$ cat config.mk
export PLATFORM = sky130hd
export DESIGN_NAME = multicycle_control_flat
export DESIGN_NICKNAME = d
export VERILOG_FILES = /design/src/rtl/mctl_pkg.sv /design/src/rtl/multicycle_control_if.sv /design/src/rtl/mctl_decode.sv /design/src/rtl/multicycle_control.sv /design/src/flat_wrapper.sv
export SDC_FILE = /design/constraint.sdc
export NUM_CORES = 1
export LEC_CHECK = 0
export CAP_MARGIN = 5
export CORE_MARGIN = 2
export CORE_UTILIZATION = 54
export CTS_CLUSTER_DIAMETER = 60
export CTS_CLUSTER_SIZE = 14
export DETAILED_ROUTE_END_ITERATION = 8
export DONT_BUFFER_PORTS = 1
export GPL_ROUTABILITY_DRIVEN = 0
export PLACE_DENSITY = 0.66
export SLEW_MARGIN = 20
export SYNTH_ARGS = -nofsm -noshare
export SYNTH_HDL_FRONTEND = slang
export SYNTH_SLANG_ARGS = --single-unit
export TNS_END_PERCENT = 1
$ cat constraint.sdc
create_clock -name clk -period 6.01 [get_ports clk]
set_input_delay 0.9015 -clock clk [delete_from_list [all_inputs] [get_ports clk]]
set_output_delay 0.9015 -clock clk [all_outputs]
set_load 0.05 [all_outputs]
$ cat src/rtl/mctl_pkg.sv
// Shared definitions for the multi-cycle control unit: opcodes, FSM states,
// ALU operations, instruction classes and datapath mux encodings.
// Latency: n/a (definitions only). Backpressure: n/a.
package mctl_pkg;

  // Opcode field values (ins[INS_W-1 -: 6])
  localparam logic [5:0] OP_ANDR = 6'b100000;
  localparam logic [5:0] OP_LW   = 6'b100011;
  localparam logic [5:0] OP_SW   = 6'b101011;
  localparam logic [5:0] OP_JR   = 6'b001000;
  localparam logic [5:0] OP_JAL  = 6'b000011;
  localparam logic [5:0] OP_NORR = 6'b100110;
  localparam logic [5:0] OP_NORI = 6'b001110;
  localparam logic [5:0] OP_NOTR = 6'b000100;
  localparam logic [5:0] OP_BLEU = 6'b010000;
  localparam logic [5:0] OP_ROLV = 6'b000000;
  localparam logic [5:0] OP_RORV = 6'b000010;

  typedef enum logic [3:0] {
    S_FETCH, S_DECODE, S_MEMADDR, S_MEMREAD, S_MEMWB, S_MEMWRITE,
    S_EXEC, S_ALUWB, S_BRANCH, S_JUMP, S_TRAP
  } state_t;

  typedef enum logic [4:0] {
    ALU_ADD     = 5'd0,
    ALU_AND     = 5'd1,
    ALU_NOR     = 5'd2,
    ALU_ROL     = 5'd3,
    ALU_ROR     = 5'd4,
    ALU_CMP_LEU = 5'd5
  } alu_op_t;

  typedef enum logic [2:0] {
    IC_MEM, IC_ALU, IC_BRANCH, IC_JUMP, IC_ILLEGAL
  } iclass_t;

  // pc_src encodings
  localparam logic [1:0] PCSRC_ALU    = 2'd0;
  localparam logic [1:0] PCSRC_BRANCH = 2'd1;
  localparam logic [1:0] PCSRC_JUMP   = 2'd2;
  localparam logic [1:0] PCSRC_RS     = 2'd3;

  // reg_dst encodings
  localparam logic [1:0] REGDST_RT   = 2'd0;
  localparam logic [1:0] REGDST_RD   = 2'd1;
  localparam logic [1:0] REGDST_LINK = 2'd2;

  // alu_src_b encodings
  localparam logic [1:0] ASRCB_REG  = 2'd0;
  localparam logic [1:0] ASRCB_FOUR = 2'd1;
  localparam logic [1:0] ASRCB_IMM  = 2'd2;

  typedef struct packed {
    iclass_t iclass;
    logic    is_lw;    // memory class: load (else store)
    logic    is_jal;   // jump class: jal (else jr)
    logic    is_nori;  // ALU class: immediate operand, writes rt
    alu_op_t alu_op;   // operation used in EXEC
  } dec_t;

endpackage

$ cat src/rtl/multicycle_control_if.sv
// Control-unit <-> instruction register / datapath / memory signal bundle.
// master: control unit (drives strobes, reads ins/mem_ready/alu_leu);
// slave: datapath and memory side. Latency/backpressure: n/a (wires only).
interface multicycle_control_if #(
  parameter int INS_W = 32,
  parameter int ALU_W = 5,
  parameter int CNT_W = 16
);
  import mctl_pkg::*;

  logic [INS_W-1:0] ins;
  logic             mem_ready;
  logic             alu_leu;
  logic             mem_req;
  logic             mem_write;
  logic             i_or_d;
  logic             ir_write;
  logic             pc_write;
  logic             reg_write;
  logic             mem_to_reg;
  logic [1:0]       reg_dst;
  logic             alu_src_a;
  logic [1:0]       alu_src_b;
  logic [ALU_W-1:0] alu_control;
  logic [1:0]       pc_src;
  logic [CNT_W-1:0] instr_retired;
  logic             illegal_op;

  modport master (
    input  ins, mem_ready, alu_leu,
    output mem_req, mem_write, i_or_d, ir_write, pc_write, reg_write,
           mem_to_reg, reg_dst, alu_src_a, alu_src_b, alu_control, pc_src,
           instr_retired, illegal_op
  );

  modport slave (
    output ins, mem_ready, alu_leu,
    input  mem_req, mem_write, i_or_d, ir_write, pc_write, reg_write,
           mem_to_reg, reg_dst, alu_src_a, alu_src_b, alu_control, pc_src,
           instr_retired, illegal_op
  );
endinterface

$ cat src/rtl/mctl_decode.sv
// Opcode -> instruction class, sub-kind flags and EXEC-stage ALU operation.
// Latency: combinational. Backpressure: none.
// Ports: opcode in (6b), dec out (dec_t). Unknown opcodes give IC_ILLEGAL.
module mctl_decode
  import mctl_pkg::*;
(
  input  logic [5:0] opcode,
  output dec_t       dec
);

  always_comb begin
    dec.iclass  = IC_ILLEGAL;
    dec.is_lw   = 1'b0;
    dec.is_jal  = 1'b0;
    dec.is_nori = 1'b0;
    dec.alu_op  = ALU_ADD;
    case (opcode)
      OP_LW:   begin dec.iclass = IC_MEM; dec.is_lw = 1'b1; end
      OP_SW:   dec.iclass = IC_MEM;
      OP_ANDR: begin dec.iclass = IC_ALU; dec.alu_op = ALU_AND; end
      OP_NORR: begin dec.iclass = IC_ALU; dec.alu_op = ALU_NOR; end
      OP_NORI: begin dec.iclass = IC_ALU; dec.alu_op = ALU_NOR; dec.is_nori = 1'b1; end
      // NOT rs is executed as NOR(rs, rs); the datapath routes rs to both inputs
      OP_NOTR: begin dec.iclass = IC_ALU; dec.alu_op = ALU_NOR; end
      OP_ROLV: begin dec.iclass = IC_ALU; dec.alu_op = ALU_ROL; end
      OP_RORV: begin dec.iclass = IC_ALU; dec.alu_op = ALU_ROR; end
      OP_BLEU: begin dec.iclass = IC_BRANCH; dec.alu_op = ALU_CMP_LEU; end
      OP_JR:   dec.iclass = IC_JUMP;
      OP_JAL:  begin dec.iclass = IC_JUMP; dec.is_jal = 1'b1; end
      default: dec.iclass = IC_ILLEGAL;
    endcase
  end

endmodule

$ cat src/rtl/multicycle_control.sv
// Multi-cycle control FSM: fetch/decode/execute/memory/writeback strobes plus
// retired-instruction counter. Latency: lw 5, sw 4, ALU 4, bleu 3, jr/jal 3
// cycles at zero wait. Backpressure: FETCH/MEMREAD/MEMWRITE hold until mem_ready.
// Ports: clk, reset (sync, active-high), bus (multicycle_control_if.master).
// Option: MCTL_ILLEGAL_TRAP_EN sends unknown opcodes to a sticky TRAP state and
// raises illegal_op; without it they retire as NOPs and illegal_op is 0.
module multicycle_control
  import mctl_pkg::*;
#(
  parameter int INS_W = 32,
  parameter int ALU_W = 5,
  parameter int CNT_W = 16
) (
  input  logic                 clk,
  input  logic                 reset,
  multicycle_control_if.master bus
);

  state_t     state, state_nxt;
  dec_t       dec;
  logic       mem_req_q, mem_write_q, i_or_d_q, pc_write_q, reg_write_q;
  logic       mem_to_reg_q, alu_src_a_q;
  logic [1:0] reg_dst_q, alu_src_b_q, pc_src_q;
  alu_op_t    alu_op_q;
  logic [CNT_W-1:0] cnt_q;
  logic       fetch_ack;
  logic       retire;
  logic       unused_ins_lo;

  mctl_decode u_decode (
    .opcode (bus.ins[INS_W-1 -: 6]),
    .dec    (dec)
  );

  // Operand fields are consumed by the datapath, not here.
  assign unused_ins_lo = ^bus.ins[INS_W-7:0];

  // mem_req_q is low in the first FETCH cycle after reset, so a stray
  // mem_ready there is ignored rather than taken as a completed fetch.
  assign fetch_ack = (state == S_FETCH) && mem_req_q && bus.mem_ready;

  always_comb begin
    state_nxt = state;
    case (state)
      S_FETCH:    if (fetch_ack) state_nxt = S_DECODE;
      S_DECODE: begin
        case (dec.iclass)
          IC_MEM:    state_nxt = S_MEMADDR;
          IC_ALU:    state_nxt = S_EXEC;
          IC_BRANCH: state_nxt = S_BRANCH;
          IC_JUMP:   state_nxt = S_JUMP;
`ifdef MCTL_ILLEGAL_TRAP_EN
          default:   state_nxt = S_TRAP;
`else
          default:   state_nxt = S_FETCH;
`endif
        endcase
      end
      S_MEMADDR:  state_nxt = dec.is_lw ? S_MEMREAD : S_MEMWRITE;
      S_MEMREAD:  if (bus.mem_ready) state_nxt = S_MEMWB;
      S_MEMWB:    state_nxt = S_FETCH;
      S_MEMWRITE: if (bus.mem_ready) state_nxt = S_FETCH;
      S_EXEC:     state_nxt = S_ALUWB;
      S_ALUWB:    state_nxt = S_FETCH;
      S_BRANCH:   state_nxt = S_FETCH;
      S_JUMP:     state_nxt = S_FETCH;
      S_TRAP:     state_nxt = S_TRAP;
      default:    state_nxt = S_FETCH;
    endcase
  end

  assign retire = (state_nxt == S_FETCH) && (state != S_FETCH) && (state != S_TRAP);

  // Outputs are registered from the state being entered, so they are a pure
  // function of the current state during each cycle.
  always_ff @(posedge clk) begin
    if (reset) begin
      state        <= S_FETCH;
      mem_req_q    <= 1'b0;
      mem_write_q  <= 1'b0;
      i_or_d_q     <= 1'b0;
      pc_write_q   <= 1'b0;
      reg_write_q  <= 1'b0;
      mem_to_reg_q <= 1'b0;
      alu_src_a_q  <= 1'b0;
      reg_dst_q    <= REGDST_RT;
      alu_src_b_q  <= ASRCB_REG;
      pc_src_q     <= PCSRC_ALU;
      alu_op_q     <= ALU_ADD;
      cnt_q        <= '0;
    end else begin
      state        <= state_nxt;
      mem_req_q    <= 1'b0;
      mem_write_q  <= 1'b0;
      i_or_d_q     <= 1'b0;
      pc_write_q   <= 1'b0;
      reg_write_q  <= 1'b0;
      mem_to_reg_q <= 1'b0;
      alu_src_a_q  <= 1'b0;
      reg_dst_q    <= REGDST_RT;
      alu_src_b_q  <= ASRCB_REG;
      pc_src_q     <= PCSRC_ALU;
      alu_op_q     <= ALU_ADD;
      case (state_nxt)
        S_FETCH: begin
          mem_req_q   <= 1'b1;
          alu_src_b_q <= ASRCB_FOUR;
        end
        S_MEMADDR: begin
          alu_src_a_q <= 1'b1;
          alu_src_b_q <= ASRCB_IMM;
        end
        S_MEMREAD: begin
          mem_req_q <= 1'b1;
          i_or_d_q  <= 1'b1;
        end
        S_MEMWB: begin
          reg_write_q  <= 1'b1;
          mem_to_reg_q <= 1'b1;
        end
        S_MEMWRITE: begin
          mem_req_q   <= 1'b1;
          mem_write_q <= 1'b1;
          i_or_d_q    <= 1'b1;
        end
        S_EXEC: begin
          alu_src_a_q <= 1'b1;
          alu_src_b_q <= dec.is_nori ? ASRCB_IMM : ASRCB_REG;
          alu_op_q    <= dec.alu_op;
        end
        S_ALUWB: begin
          reg_write_q <= 1'b1;
          reg_dst_q   <= dec.is_nori ? REGDST_RT : REGDST_RD;
        end
        S_BRANCH: begin
          alu_src_a_q <= 1'b1;
          alu_op_q    <= ALU_CMP_LEU;
          pc_src_q    <= PCSRC_BRANCH;
        end
        S_JUMP: begin
          pc_write_q  <= 1'b1;
          pc_src_q    <= dec.is_jal ? PCSRC_JUMP : PCSRC_RS;
          reg_write_q <= dec.is_jal;
          reg_dst_q   <= dec.is_jal ? REGDST_LINK : REGDST_RT;
        end
        default: ;
      endcase
      if (retire) cnt_q <= cnt_q + CNT_W'(1);
    end
  end

`ifdef MCTL_ILLEGAL_TRAP_EN
  logic ill_q;
  always_ff @(posedge clk) begin
    if (reset)                                           ill_q <= 1'b0;
    else if (state == S_DECODE && state_nxt == S_TRAP)   ill_q <= 1'b1;
  end
  assign bus.illegal_op = ill_q;
`else
  assign bus.illegal_op = 1'b0;
`endif

  assign bus.mem_req       = mem_req_q;
  assign bus.mem_write     = mem_write_q;
  assign bus.i_or_d        = i_or_d_q;
  assign bus.ir_write      = fetch_ack;
  // Fetch PC+4 update waits for mem_ready; the branch is taken on the live flag.
  assign bus.pc_write      = pc_write_q | fetch_ack |
                             ((state == S_BRANCH) & bus.alu_leu);
  assign bus.reg_write     = reg_write_q;
  assign bus.mem_to_reg    = mem_to_reg_q;
  assign bus.reg_dst       = reg_dst_q;
  assign bus.alu_src_a     = alu_src_a_q;
  assign bus.alu_src_b     = alu_src_b_q;
  assign bus.alu_control   = ALU_W'(alu_op_q);
  assign bus.pc_src        = pc_src_q;
  assign bus.instr_retired = cnt_q;

endmodule

$ cat src/flat_wrapper.sv
// flat-port wrapper written by rule: the top's interface ports become plain ports
module multicycle_control_flat import mctl_pkg::*;
#(
  parameter int INS_W = 32,
  parameter int ALU_W = 5,
  parameter int CNT_W = 16
)
  (clk, reset, bus_ins, bus_mem_ready, bus_alu_leu, bus_mem_req, bus_mem_write, bus_i_or_d, bus_ir_write, bus_pc_write, bus_reg_write, bus_mem_to_reg, bus_reg_dst, bus_alu_src_a, bus_alu_src_b, bus_alu_control, bus_pc_src, bus_instr_retired, bus_illegal_op);
  multicycle_control_if #(.INS_W(INS_W), .ALU_W(ALU_W), .CNT_W(CNT_W)) bus_i ();
  input  logic clk;
  input  logic reset;
  input wire logic [$bits(bus_i.ins)-1:0] bus_ins;
  input wire logic [$bits(bus_i.mem_ready)-1:0] bus_mem_ready;
  input wire logic [$bits(bus_i.alu_leu)-1:0] bus_alu_leu;
  output wire logic [$bits(bus_i.mem_req)-1:0] bus_mem_req;
  output wire logic [$bits(bus_i.mem_write)-1:0] bus_mem_write;
  output wire logic [$bits(bus_i.i_or_d)-1:0] bus_i_or_d;
  output wire logic [$bits(bus_i.ir_write)-1:0] bus_ir_write;
  output wire logic [$bits(bus_i.pc_write)-1:0] bus_pc_write;
  output wire logic [$bits(bus_i.reg_write)-1:0] bus_reg_write;
  output wire logic [$bits(bus_i.mem_to_reg)-1:0] bus_mem_to_reg;
  output wire logic [$bits(bus_i.reg_dst)-1:0] bus_reg_dst;
  output wire logic [$bits(bus_i.alu_src_a)-1:0] bus_alu_src_a;
  output wire logic [$bits(bus_i.alu_src_b)-1:0] bus_alu_src_b;
  output wire logic [$bits(bus_i.alu_control)-1:0] bus_alu_control;
  output wire logic [$bits(bus_i.pc_src)-1:0] bus_pc_src;
  output wire logic [$bits(bus_i.instr_retired)-1:0] bus_instr_retired;
  output wire logic [$bits(bus_i.illegal_op)-1:0] bus_illegal_op;
  assign bus_i.ins = bus_ins;
  assign bus_i.mem_ready = bus_mem_ready;
  assign bus_i.alu_leu = bus_alu_leu;
  assign bus_mem_req = bus_i.mem_req;
  assign bus_mem_write = bus_i.mem_write;
  assign bus_i_or_d = bus_i.i_or_d;
  assign bus_ir_write = bus_i.ir_write;
  assign bus_pc_write = bus_i.pc_write;
  assign bus_reg_write = bus_i.reg_write;
  assign bus_mem_to_reg = bus_i.mem_to_reg;
  assign bus_reg_dst = bus_i.reg_dst;
  assign bus_alu_src_a = bus_i.alu_src_a;
  assign bus_alu_src_b = bus_i.alu_src_b;
  assign bus_alu_control = bus_i.alu_control;
  assign bus_pc_src = bus_i.pc_src;
  assign bus_instr_retired = bus_i.instr_retired;
  assign bus_illegal_op = bus_i.illegal_op;
  multicycle_control #(.INS_W(INS_W), .ALU_W(ALU_W), .CNT_W(CNT_W)) u_core (.clk(clk), .reset(reset), .bus(bus_i));
endmodule
==> impl_summary.md, run 1 <==
Power
The share of total power in combinational logic is 8.7%. Cell internal power was estimated by the tool at 0.345 mW. The completed layout was analyzed and its total power is 0.469 mW.

For this design the ratio of total power to cell area is 234 nW/um^2. The worst-case IR drop observed on VDD is 0.000154 V. Of the total power, the share spent switching nets is 26.5%. The part of the total power dissipated in sequential elements is 53.7%.

The analysis attributes to net switching a power of 0.124 mW. The clock network fraction of design power is 37.7%. In this run the static leakage power is 0.687 nW.

Synthesis
The synthesized design spends more area on one cell type than any other, namely dfxtp_1. Of the post-synthesis cell area, the dominant cell type holds 36.3%. Of the synthesized area, sequential elements account for 36.3%. The mean instance size in the synthesized netlist is 8.52 sq um. The number of warnings printed during yosys synthesis is 0. The count of flip-flops with a built-in enable after synthesis is 0.

The number of library cell types mapped by synthesis is 53. The leading register cell type out of synthesis is dfxtp_1. The cell area after synthesis is 1980 sq um.

The gate count of the mapped netlist is 233. The synthesized flop and latch total is 36. Sorting the synthesized cells by area gives the leading types as dfxtp_1, o31ai_1, nor2_1, or4_1, a21oi_1. The share of flip-flops with an asynchronous set or reset is 0%.

Clock network
The clock net in this run drives a total of 36 sinks. The clock tree synthesis step divided the H-tree into 2 levels. The clock tree root buffer cell is clkbuf_8. Once the clock tree was built, the setup fixing pass inserted 0 buffers.

The number of hold buffers added after CTS was 0. The CTS tree is done. The maximum root-to-sink buffer count is 2.

Gates resized during post-CTS repair numbered 0. The later pin in the worst-skew pair is clocked with a latency of 0.29 ns. Clock-pin slew was measured on the worst setup and hold paths at 0.08 ns. The number of buffers added by the clock tree synthesis step is 5.

GRT
The via count of the first global-routing pass is 1,529. The maximum number of pins on one net before global-route repair is 32. The total congestion overflow is 0. The initial antenna violation count is 0. The wire length of the first global-routing pass is 6810 microns. The global-route usage over all layers is 20.8%.

Setup path
The number of cells on the worst reg-to-reg path is 6. In this run the worst path has a maximum fanout of 31. The endpoint of the most critical setup path is u_core.bus.instr_retired[14].

The critical path goes through nor4bb_1 > nor4_4 > o32a_1 > nand3b_4 > or3_1 > mux2_1. The nature of the critical path endpoint is a register. Together, buffers and inverters on the worst path number 0.

The endpoint of the worst-slack reg-to-reg timing path is u_core.bus.instr_retired[14]. The critical path required time is 6.19 ns. The stage delay of the slowest cell on the critical path is 0.65 ns. The type of origin of the critical path is a register. The signal arrival time at the worst endpoint is 3.01 ns.

Among all stages on the critical path, the largest delay is contributed by dfxtp_1. The type of the setup path with the least slack is register to register. The family of cells with the greatest summed delay on the critical path is simple AND/OR/NAND/NOR gates. The worst register-to-register path begins at u_core.state[2]. Across all register-to-register paths, the minimum setup slack is 3.18 ns. The path length in cells of the critical path is 6. The worst setup path startpoint is u_core.state[2].

Timing
Setup repair after global routing left no endpoint under its margin. The worst setup slack after layout is 3.18 ns. The worst pin sits at a relative slew slack of 43.6%. The final period demand of the worst path is 2.83 ns. The final count of hold timing violations is 0. The final period utilization is 47.2%. The worst-margin pin slew is 0.842 ns.

The post-route setup TNS is 0 ns. The final hold slack is 0.675 ns. Between clock sinks in the finished design, the worst skew comes to 0.0110 ns. The final max-slew violation count is 0.

Derived from the worst setup path, the maximum achievable clock frequency is 0.353 GHz. The number of setup violations in the final report is 0.

Finish
The number of antenna diodes is 0. The count of filler cells inserted in the layout is 335. The multi-input combinational cells in the finished layout cover a total of 1110 sq um. The number of nets in the final layout is 257. The layout overhead on the synthesized area is 1.13%. The post-route non-filler standard cell count is 269. The register with the most flip-flops in the layout has 16 of them. Summing all flip-flop and latch instances after layout gives 721 sq um. The fraction of layout cells with a size suffix above 1 is 6.79%.

Place
Detailed placement ended at an HPWL of 2750 microns. The placement-stage worst setup slack is 2.87 ns. The port buffer count is 0.

The total placed cells including tap cells is 261.

Min path
The number of instances on the worst hold path is 1. The path class of the tightest hold or removal check is input pin to register. The startpoint identified for the worst hold timing path is reset.

Run
The number of max-capacitance violations reported is 0.

Detailed routing
The detailed-route wire length is 3960 microns. The remaining antenna violation count is 0. The routed wirelength normalized by instance count is 14.7 microns.

After detailed routing, the number of vias per cell comes to 6.13. The number of design rule violations left after detail routing is 0. The count of TritonRoute iterations in the first routing pass is 4. The number of violations reported at the end of detailed-routing iteration 0 is 114.

Across all layers, the routed design uses 1,649 vias.

Floorplanning
The die width is 64.6 microns. The total I/O pin count is 72. The initial core utilization is 55.0%. The die is 64.6 microns tall. The die outline area is 4180 sq um.

The floorplan has 22 rows. The core region is 3610 sq um.

Status
The run finished with clean final reports.
-- stage by stage --
stage                     utilization (%)  instance area [sq um]
after floorplan                         -                   1990
after global placement               53.1                   1910
after detailed placement             53.1                   1910
after CTS                            55.7                   2010
after global routing                 55.7                   2010
final                                55.7                   2010
-- synthesized netlist by cell type, drive strengths merged (2+ instances only) --
master,instances
dfxtp,36
nor2,20
buf,17
nand2,17
a21oi,14
nand3,12
o31ai,12
or4,10
nor2b,8
nor3,8
o21ai,7
inv,6
clkbuf,5
nand4,5
nor4,5
or3,5
mux2,4
nor3b,4
xnor2,3
xor2,3
a211oi,2
a21boi,2
a21o,2
a22oi,2
a31oi,2
and2,2
nand3b,2
-- metal layers --
layer / track usage [%] / wire (microns)
met5: 0 / 0
met4: 10.4 / 71
met3: 5.90 / 213
met2: 33.2 / 1790
met1: 25.6 / 1890
-- area by class of cell --
class                           count  share of cell area, %
Sequential cell                    36                   35.9
Clock inverter                      2                  0.499
Inverter                            6                   1.12
Clock buffer                        6                   4.11
Multi-Input combinational cell    171                   55.4
Tap cell                           48                   2.99
-- cell usage in the layout (no fill, tap or decap), types with 6 or more instances in the layout --
cell type,n
dfxtp_1,36
nor2_1,20
nand2_1,17
a21oi_1,14
o31ai_1,12
nand3_1,12
or4_1,10
nor3_1,8
nor2b_1,8
inv_1,6
clkbuf_8,6
-- cell families (layout without fill, tap and decap cells) --
family	Yosys count	count (layout)	synth area share, %
simple gates	104	104	30.6
mux	4	4	2.27
buf+inv	28	14	8.32
compound gates	52	52	18.5
other cells	1	3	0.189
flops	36	36	36.3
fa+ha+maj	2	2	1.13
xor+xnor	6	6	2.65
-- worst reg2reg max path, delay by kind of cell, from the launching register on --
family | cells | cell delay (ns)
AND/OR/NAND/NOR | 4 | 1.29
flip-flops | 1 | 0.65
AO/OA/AOI/OAI | 1 | 0.49
multiplexers | 1 | 0.31
-- power by group through the flow --
stage / clock [mW] / combinational [mW] / sequential, mW
6_report: 0.177 / 0.0407 / 0.252
5_1_grt: 0.187 / 0.0452 / 0.252
3_3_place_gp: 0 / 0.0400 / 0.257
2_1_floorplan: 0 / 0.0489 / 0.256
3_5_place_dp: 0 / 0.0406 / 0.257
4_1_cts: 0.179 / 0.0409 / 0.252
-- how the worst min path moves through the flow --
stage,endpoint,slack [ns]
after CTS,u_core.bus.instr_retired[9],0.67
after global routing,u_core.bus.instr_retired[8],0.67
after global placement,u_core.bus.instr_retired[15],0.72
after detailed placement,u_core.bus.instr_retired[15],0.73
after floorplan,u_core.state[3],0.69
final,u_core.bus.instr_retired[11],0.68
(Power assumes the default switching activity.)
==> run 2, diff against run 1 <==
- PLACE_DENSITY: 0.66 -> 0.69
- clock period: 6.01 -> 2.4 ns (I/O delays scaled with it)
==> impl_summary.md, run 2 (synthesized netlist as in run 1, its figures left out) <==
Run
The number of max-capacitance violations reported came to 0 (unchanged).

GRT
The wire length of the first global-routing pass is 7590 microns (was 6810 microns). The global-route usage over all layers is 23.2% (was 20.8%). The met1 track utilization from global routing was 28.7% (was 25.6%). The global routing's busiest layer is met2 (unchanged).

The global-route track usage on met2 was 38.4% (was 33.2%). The global-route track usage on met3 is 6.08% (was 5.90%). The total congestion overflow is 0 (unchanged). The via count of the first global-routing pass was 1,684 (was 1,529).

The maximum number of pins on one net before global-route repair was 26 (was 32). The initial antenna violation count is 0 (unchanged).

Power
The total power per unit cell area is 569 nW/um^2 (was 234 nW/um^2). The peak ir drop on the vdd network is 0.000315 V (was 0.000154 V). The static leakage power came to 0.871 nW (was 0.687 nW).

Place
The total placed cells including tap cells is 289 (was 261). The port buffer count is 0 (unchanged). The placement-stage worst setup slack is 0.0513 ns (was 2.87 ns). The HPWL after detailed placement was 3330 microns (was 2750 microns).

Clock network
The source-to-sink clock delay at the later pin of the worst-skew pair is 0.30 ns (was 0.29 ns). The register clock-pin slew on the reported worst setup and hold paths is 0.08 ns (about the same). The maximum root-to-sink buffer count is 2 (unchanged). The number of buffers added to fix hold violations after cts is 0 (unchanged). The CTS tree was done (unchanged).

The clock sink total was 36 (unchanged). The maximum level of the CTS H-tree is 2 (unchanged). The clock tree root buffer cell was clkbuf_8 (unchanged).

The number of buffers added by the clock tree synthesis step is 5 (unchanged).

Detailed routing
The count of TritonRoute iterations in the first routing pass is 4 (unchanged). The routed wirelength normalized by instance count came to 15.6 microns (was 14.7 microns). The per-cell via count in the routed design is 6.15 (was 6.13). The total via count after detailed routing came to 1,844 (was 1,649). The number of violations reported at the end of detailed-routing iteration 0 is 136 (was 114). The remaining antenna violation count is 0 (unchanged).

The number of design rule violations left after detail routing was 0 (unchanged). The detailed-route wire length is 4690 microns (was 3960 microns).

Floorplanning
The total I/O pin count is 72 (unchanged). The height of the die is 64.6 microns (unchanged). The number of standard-cell rows in the floorplan is 22 (unchanged). The area of the core region is 3610 sq um (unchanged).

The initial core utilization is 55.0% (unchanged). The die outline area is 4180 sq um (unchanged). The die width came to 64.6 microns (unchanged).

Timing
The final count of hold timing violations is 0 (unchanged). The final max-slew violation count is 0 (unchanged). The worst-margin pin slew is 0.612 ns (was 0.842 ns). The worst slew margin relative to its limit is 59.1% (was 43.6%). Setup repair after global routing missed its margin: yes (was no). The number of setup violations in the final report is 0 (unchanged). The worst setup slack after layout is 0.0715 ns (was 3.18 ns).

The final period demand of the worst path is 2.33 ns (was 2.83 ns). The clock skew after layout is 0.0108 ns (was 0.0110 ns). The final period utilization is 97.0% (was 47.2%).

The maximum clock frequency is 0.429 GHz (was 0.353 GHz).

Setup path
The nature of the critical path endpoint is a register (unchanged). The type of the setup path with the least slack was register to register (unchanged). The critical path required time is 2.64 ns (was 6.19 ns). The type of origin of the critical path is a register (unchanged). The signal arrival time at the worst endpoint is 2.57 ns (was 3.01 ns). The register-to-register path setup slack is 0.07 ns (was 3.18 ns). The top fanout value on the critical path is 8 (was 31).

Finish
The post-route non-filler standard cell count was 300 (was 269). The most frequent standard cell in the layout excluding fill and tap cells is dfxtp_1 (unchanged). The fraction of layout cells with a size suffix above 1 came to 19.8% (was 6.79%). The count of filler cells inserted in the layout was 307 (was 335).

The number of antenna diodes is 0 (unchanged). The layout overhead on the synthesized area is 15.8% (was 1.13%). The number of nets in the final layout is 288 (was 257). The number of flip-flops in the largest register is 16 (unchanged). The final design utilization is 63.7% (was 55.7%). Commonest cells after routing, fill and taps aside: dfxtp_1, buf_4, nor2_1 (was dfxtp_1, nor2_1, nand2_1).

Min path
The type of the tightest min-delay check is input pin to register (unchanged).

Status
Status: finished clean (unchanged).
-- run 2: repair_timing --
| item | in CTS | in global routing |
|---|---|---|
| setup buffers | 0 | 2 |
| gates resized for setup | 0 | 6 |
| setup endpoints to repair | 0 | 15 |
-- run 2: layer usage --
metal / part of all wire, % / vias to the layer above / wire (microns)
li1: - / 887 / -
met1: 43 / 861 / 2010
met2: 48 / 83 / 2230
met3: 7.3 / 13 / 343
met4: 2.3 / 0 / 109
met5: 0 / - / 0
-- run 2: where the power goes --
part	total [mW]	internal, mW	switching [mW]
registers	0.618	0.604	0.0139
logic	0.152	0.0563	0.0956
clock network	0.538	0.307	0.231
total	1.31	0.967	0.340
-- run 2: final timing paths --
path | startpoint | end | cells after the start
max reg2reg | u_core.state[1] | u_core.bus.mem_req | 6
min reg2reg | u_core.bus.instr_retired[1] | u_core.bus.instr_retired[1] | 2
max | u_core.state[1] | u_core.bus.mem_req | 6
min | reset | u_core.state[0] | 1
-- run 2: area by class of cell --
| class | instances | area [sq um] | share of cell area, % |
|---|---|---|---|
| multi-input combinational | 172 | 1140 | 49.8 |
| sequential | 36 | 723 | 31.5 |
| timing repair buffer | 30 | 238 | 10.3 |
| clock buffer | 5 | 68.8 | 2.99 |
| tap | 48 | 60.1 | 2.61 |
| clock inverter | 3 | 42.5 | 1.85 |
| inverter | 6 | 22.5 | 0.980 |
-- run 2: worst max-delay path, stage by stage (launching register included) --
cell,delay [ns]
dfxtp_1,0.34
buf_4,0.16
or4b_4,0.57
o32a_1,0.44
buf_4,0.22
a2111oi_4,0.36
o21a_1,0.19
-- run 2: through the flow --
step	power, mW	hold WS [ns]	setup TNS [ns]	area, sq um
CTS	1.30	0.122	0	2250
finish	1.31	0.118	0	2300
global route	1.35	0.121	-0.0259	2300
global placement	0.767	0.432	0	2140
detailed placement	0.772	0.433	0	2140
floorplan	0.762	0.444	0	1990
